`src/rtl/spi_sched_pkg.sv`:
```
// Shared constants for the SPI transmit scheduler: FSM encoding, AXI response codes, write strobe.
package spi_sched_pkg;

  typedef enum logic [1:0] {
    S_IDLE = 2'd0,
    S_ADDR = 2'd1,
    S_DATA = 2'd2,
    S_RESP = 2'd3
  } state_t;

  localparam logic [1:0] OKAY   = 2'b00;
  localparam logic [1:0] EXOKAY = 2'b01;
  localparam logic [1:0] SLVERR = 2'b10;

  localparam logic [3:0] WSTRB_BYTE0 = 4'b0001;

endpackage

```
`src/rtl/rr_arbiter.sv`:
```
// Combinational round-robin arbiter: one-hot grant of the first requester at or after ptr, wrapping.
module rr_arbiter #(
  parameter int unsigned NUM_REQ = 4,
  localparam int unsigned PTR_W = $clog2(NUM_REQ)
) (
  input  logic [NUM_REQ-1:0] req,
  input  logic [PTR_W-1:0]   ptr,
  output logic [NUM_REQ-1:0] grant
);

  logic [PTR_W:0] idx;
  logic           found;

  always_comb begin
    grant = '0;
    found = 1'b0;
    idx   = '0;
    for (int unsigned off = 0; off < NUM_REQ; off++) begin
      idx = {1'b0, ptr} + (PTR_W+1)'(off);
      if (idx >= (PTR_W+1)'(NUM_REQ)) idx = idx - (PTR_W+1)'(NUM_REQ);
      if (!found && req[idx[PTR_W-1:0]]) begin
        grant[idx[PTR_W-1:0]] = 1'b1;
        found                 = 1'b1;
      end
    end
  end

endmodule

```
`src/rtl/spi_tx_scheduler.sv`:
```
// Round-robin scheduler sharing one AXI-lite SPI byte sender among NUM_REQ requesters.
// Optional B-wait timeout enabled by defining SPI_SCHED_TIMEOUT_EN.
module spi_tx_scheduler
  import spi_sched_pkg::*;
#(
  parameter int unsigned NUM_REQ     = 4,
  parameter logic [31:0] ADDR_BASE   = 32'h0,
  parameter int unsigned TIMEOUT_CYC = 1024
) (
  input  logic                 clk,
  input  logic                 resetn,
  input  logic [NUM_REQ-1:0]   req_valid,
  input  logic [8*NUM_REQ-1:0] req_data,
  output logic [NUM_REQ-1:0]   req_ready,
  output logic [NUM_REQ-1:0]   done,
  output logic [1:0]           done_resp,
  output logic                 busy,
  output logic [31:0]          m_awaddr,
  output logic                 m_awvalid,
  input  logic                 m_awready,
  output logic [31:0]          m_wdata,
  output logic [3:0]           m_wstrb,
  output logic                 m_wvalid,
  input  logic                 m_wready,
  input  logic [1:0]           m_bresp,
  input  logic                 m_bvalid,
  output logic                 m_bready
);

  localparam int unsigned PTR_W = $clog2(NUM_REQ);

  if (NUM_REQ < 2 || NUM_REQ > 8 || TIMEOUT_CYC < 1) begin : g_bad_cfg
    $error("spi_tx_scheduler: unsupported NUM_REQ or TIMEOUT_CYC");
  end

  state_t             state;
  logic [PTR_W-1:0]   ptr;
  logic [PTR_W-1:0]   gidx;
  logic [NUM_REQ-1:0] grant;
  logic [PTR_W-1:0]   grant_idx;
  logic [PTR_W-1:0]   ptr_next;
  logic [7:0]         grant_byte;
  logic               accept;
  logic               resp_fire;
  logic               timeout_hit;

  rr_arbiter #(.NUM_REQ(NUM_REQ)) u_arb (
    .req   (req_valid),
    .ptr   (ptr),
    .grant (grant)
  );

  // Encode the one-hot grant and pick the granted requester's byte.
  always_comb begin
    grant_idx  = '0;
    grant_byte = '0;
    for (int unsigned i = 0; i < NUM_REQ; i++) begin
      if (grant[i]) begin
        grant_idx  = PTR_W'(i);
        grant_byte = req_data[8*i +: 8];
      end
    end
  end

  assign ptr_next  = (grant_idx == PTR_W'(NUM_REQ-1)) ? '0 : grant_idx + PTR_W'(1);
  assign accept    = resetn && (state == S_IDLE) && (|req_valid);
  assign resp_fire = resetn && (state == S_RESP) && (m_bvalid || timeout_hit);
  assign req_ready = accept ? grant : '0;
  assign done      = resp_fire ? (NUM_REQ'(1) << gidx) : '0;
  assign m_wstrb   = WSTRB_BYTE0;

`ifdef SPI_SCHED_TIMEOUT_EN
  localparam int unsigned CNT_W = $clog2(TIMEOUT_CYC + 1);

  logic [CNT_W-1:0] tcnt;

  // Counts RESP cycles; cleared on the W handshake that enters RESP.
  always_ff @(posedge clk) begin
    if (!resetn) begin
      tcnt <= '0;
    end else if (state == S_DATA && m_wready) begin
      tcnt <= '0;
    end else if (state == S_RESP && !resp_fire) begin
      tcnt <= tcnt + CNT_W'(1);
    end
  end

  assign timeout_hit = (tcnt == CNT_W'(TIMEOUT_CYC));
  assign done_resp   = !resp_fire ? OKAY : (m_bvalid ? m_bresp : SLVERR);
`else
  assign timeout_hit = 1'b0;
  assign done_resp   = resp_fire ? m_bresp : OKAY;
`endif

  // Transfer FSM: accept, AW, W, B strictly in sequence with one byte in flight.
  always_ff @(posedge clk) begin
    if (!resetn) begin
      state     <= S_IDLE;
      ptr       <= '0;
      gidx      <= '0;
      busy      <= 1'b0;
      m_awaddr  <= '0;
      m_awvalid <= 1'b0;
      m_wdata   <= '0;
      m_wvalid  <= 1'b0;
      m_bready  <= 1'b0;
    end else begin
      case (state)
        S_IDLE: begin
          if (accept) begin
            gidx      <= grant_idx;
            ptr       <= ptr_next;
            m_awaddr  <= ADDR_BASE + 32'({grant_idx, 2'b00});
            m_wdata   <= {24'b0, grant_byte};
            m_awvalid <= 1'b1;
            busy      <= 1'b1;
            state     <= S_ADDR;
          end
        end
        S_ADDR: begin
          if (m_awready) begin
            m_awvalid <= 1'b0;
            m_wvalid  <= 1'b1;
            state     <= S_DATA;
          end
        end
        S_DATA: begin
          if (m_wready) begin
            m_wvalid <= 1'b0;
            m_bready <= 1'b1;
            state    <= S_RESP;
          end
        end
        S_RESP: begin
          if (resp_fire) begin
            m_bready <= 1'b0;
            busy     <= 1'b0;
            state    <= S_IDLE;
          end
        end
        default: state <= S_IDLE;
      endcase
    end
  end

endmodule

```
`config.mk`:
```
export PLATFORM = sky130hd
export DESIGN_NAME = spi_tx_scheduler
export DESIGN_NICKNAME = d
export VERILOG_FILES = /design/src/rtl/spi_sched_pkg.sv /design/src/rtl/rr_arbiter.sv /design/src/rtl/spi_tx_scheduler.sv
export SDC_FILE = /design/constraint.sdc
export NUM_CORES = 1
export LEC_CHECK = 0
export ABC_CLOCK_PERIOD_IN_PS = 5300
export CAP_MARGIN = 30
export CORE_UTILIZATION = 41
export DETAILED_ROUTE_END_ITERATION = 7
export PLACE_DENSITY_LB_ADDON = 0.15
export RECOVER_POWER = 50
export SLEW_MARGIN = 15
export SYNTH_ARGS = -nofsm -noshare
export SYNTH_HDL_FRONTEND = slang
export SYNTH_SLANG_ARGS = --single-unit
```
`constraint.sdc`:
```
create_clock -name clk -period 5.3 [get_ports clk]
set_input_delay 1.06 -clock clk [delete_from_list [all_inputs] [get_ports clk]]
set_output_delay 1.06 -clock clk [all_outputs]
set_load 0.01 [all_outputs]
```
==> results by group <==
Detailed routing
  – Detail Route Antenna Nets: 0
  – Vias/cell: 4.977
  – DR iter-0 viols: 98
  – Avg WL per Cell: 12.81 um
  – Final WL: 5033 um
  – Drt first pass iters: 4
  – Routed via count: 1956
  – Residual DRC count: 0

Clock tree
  – Clock Path Buffers: 2
  – Clock Sinks: 18
  – Number of CTS-inserted buffers: 3
  – CTS resizes: 0
  – TritonCTS clock tree: yes
  – CTS hold repair buffers: 0
  – Setup Buffers After CTS: 0
  – Clk slew on worst S/H paths: 0.08 ns
  – Worst-Skew Late Latency: 0.26 ns
  – H-tree Lvls: 1
  – Root Driver: clkbuf_8

Timing
  – Rel. slew slack: 51.42%
  – Max-slew violations: 0
  – RSZ-0062 raised after global routing: no
  – Worst-margin pin slew: 0.7193 ns
  – Worst setup margin: 0.4432 ns
  – Final TNS setup: 0 ns
  – Hold Fails Final Rpt: 0
  – Fmax: 205.9 MHz
  – Final hold slack: 0.4689 ns
  – Final min period: 4.857 ns
  – Setup-failing EPs final: 0
  – Skew final: 0.006700 ns
  – Fin crit share: 91.64%

Place
  – HPWL Detailed: 3667 um
  – I/O Buffers: 66
  – Routability Congestion: 0.8206
  – Post-Place Setup Slack: 0.4911 ns

Global route
  – Total GRT Usage: 18.51%
  – Initial antenna violation count: 0
  – Final global-route overflow total: 0
  – Vias in the first global route: 1693
  – Largest net degree at the start of global routing: 21
  – First-pass GRT wire length: 7824 um

Layout
  – N_diodes: 0
  – Fill count: 484
  – Fraction of layout cells with a size suffix above 1: 4.908%
  – Area delta synth->final: 24.28%
  – Layout net count: 379

Die
  – Core region area: 0.004817 mm^2
  – DIE HEIGHT: 73.26 um
  – Io pins: 125
  – Row cnt: 25
  – Die Wd: 73.26 um
  – Initial core utilization: 43.22%
  – Die Area: 0.005367 mm^2

Power
  – Leak: 0.001093 uW
  – Logic pwr share: 72.8%
  – Sw power: 663.2 uW
  – Clock power frac: 9.0%
  – VDD IR-drop max: 0.2107 mV
  – Sequential share of power: 18.3%
  – Sw Share: 50.10%
  – Cell Int Power: 660.4 uW
  – Power per cell area: 511.5 mW/mm^2

Synthesis
  – Mapped Cells: 269
  – Yosys top cell area share: 21.27%
  – Mapped Avg Cell Area: 7.740 um^2
  – Top_reg_cell synth: dfxtp_1
  – Seq/Total Area, Yosys: 17.31%
  – Cell taking the most area after synthesis: buf_4
  – Netlist cell types: 46
  – Synth area leaders: buf_4, dfxtp_1, ha_1
  – Async set or reset register ratio after synthesis: 0%
  – Netlist Area Pre-Place: 0.002082 mm^2
  – Seq cells post-synth: 18
  – Synthesis Warnings: 0
  – Number of enable flip-flop cells after synthesis: 0

Worst setup path
  – Data required, critical path: 4.24 ns
  – CP Capture Type: output pin
  – Arr. time, crit path: 3.80 ns
  – Worst setup SP type: input pin
  – Critical path class: input pin to output pin
  – Reg2Reg Setup Slack: 2.00 ns
  – Crit-path max FO: 10

Run status
  – Outcome: finished clean

Worst hold path
  – Hold Crit Class: register to register

Run
  – # Max-Cap Violations: 0
## power by group through the flow
stage | clock (uW) | sequential, uW | combinational [uW]
2_1_floorplan | 0 | 245 | 772
3_3_place_gp | 0 | 246 | 957
3_5_place_dp | 0 | 248 | 964
4_1_cts | 124 | 244 | 968
5_1_grt | 128 | 252 | 1060
6_report | 119 | 242 | 963
## routing by layer
metal	GRT usage (%)	up-vias	share of wire, %
li1	-	949	-
met1	23.99	897	44
met2	31.17	104	47
met3	3.978	6	8.6
met4	4.575	0	0.81
met5	0	-	0
## worst paths after layout
| kind | start | endpoint | cells after the start |
|---|---|---|---|
| worst max-delay path | req_valid[3] | req_ready[0] | 7 |
| worst min-delay path | m_wdata[3] | m_wdata[3] | 2 |
| worst min register to register | m_wdata[3] | m_wdata[3] | 2 |
| worst max register to register | ptr[0] | m_wdata[6] | 8 |
## metrics by stage
stage	area (um^2)	utilization, %	power, uW	cells
2_1_floorplan	2292	-	1017	325
3_3_place_gp	2536	52.65	1203	389
3_5_place_dp	2536	52.65	1212	389
4_1_cts	2591	53.79	1336	393
5_1_grt	2587	53.71	1443	393
6_report	2587	53.71	1324	393
## critical path: stages
cell and delay, ns:
clkdlybuf4s50_1 0.47, mux4_2 0.62, or2_1 0.30, a221oi_1 0.25, a221o_1 0.38, and2_1 0.18
clkdlybuf4s50_1 0.53
## logic make-up after synthesis
family | after synthesis | synth area share (%)
buffers and inverters | 88 | 27.82
AND/OR/NAND/NOR | 74 | 17.73
AO/OA/AOI/OAI | 72 | 26.56
flip-flops | 18 | 17.31
adder cells (fa/ha/maj) | 9 | 5.409
multiplexers | 6 | 4.807
other | 2 | 0.3607
## cell type report
cell class	count	area [um^2]	share of cell area (%)
inverters	17	63.81	2.466
flip-flops and latches	18	360.3	13.93
well taps	67	83.83	3.240
clock buffers	4	55.05	2.128
multi-input cells	219	1353	52.27
repair buffers	68	671.9	25.97
## cell usage after synthesis (2+ instances only)
library cell  instances
buf_4                59
nand2_1              29
dfxtp_1              18
inv_1                17
o21ai_0              13
a31oi_1              10
and2_1               10
ha_1                  9
o211ai_1              9
o2111ai_1             8
o221ai_1              8
or2_0                 8
nor2_1                7
nand3_1               5
and3_1                4
buf_2                 4
nor2b_1               4
a21oi_1               3
a221oi_1              3
buf_6                 3
clkbuf_1              3
mux4_2                3
o211a_1               3
a211o_1               2
a21oi_2               2
buf_1                 2
conb_1                2
mux2_2                2
nor3b_1               2
## state kept, by name, indices dropped and copies added, names as in the netlist
register / count
m_wdata: 8
m_awaddr: 2
ptr: 2
state: 2
busy: 1
m_awvalid: 1
m_bready: 1
m_wvalid: 1
## layout by cell type (no fill, tap or decap), types with 2 or more instances in the layout
master / synthesis / final
conb_1: 2 / 58
clkdlybuf4s50_1: 0 / 51
nand2_1: 29 / 29
dfxtp_1: 18 / 18
inv_1: 17 / 17
dlygate4sd3_1: 0 / 15
o21ai_0: 13 / 13
a31oi_1: 10 / 10
o211ai_1: 9 / 9
ha_1: 9 / 9
and2_1: 10 / 8
or2_0: 8 / 8
o221ai_1: 8 / 8
o2111ai_1: 8 / 8
nor2_1: 7 / 7
nand3_1: 5 / 5
and3_1: 4 / 4
nor2b_1: 4 / 4
clkbuf_8: 0 / 4
mux4_2: 3 / 3
a221oi_1: 3 / 3
o211a_1: 3 / 3
a21oi_1: 3 / 3
nor3b_1: 2 / 2
mux2_2: 2 / 2
a211o_1: 2 / 2
a21oi_2: 2 / 2
and2_0: 0 / 2
Power figures use the tool's default switching activity.
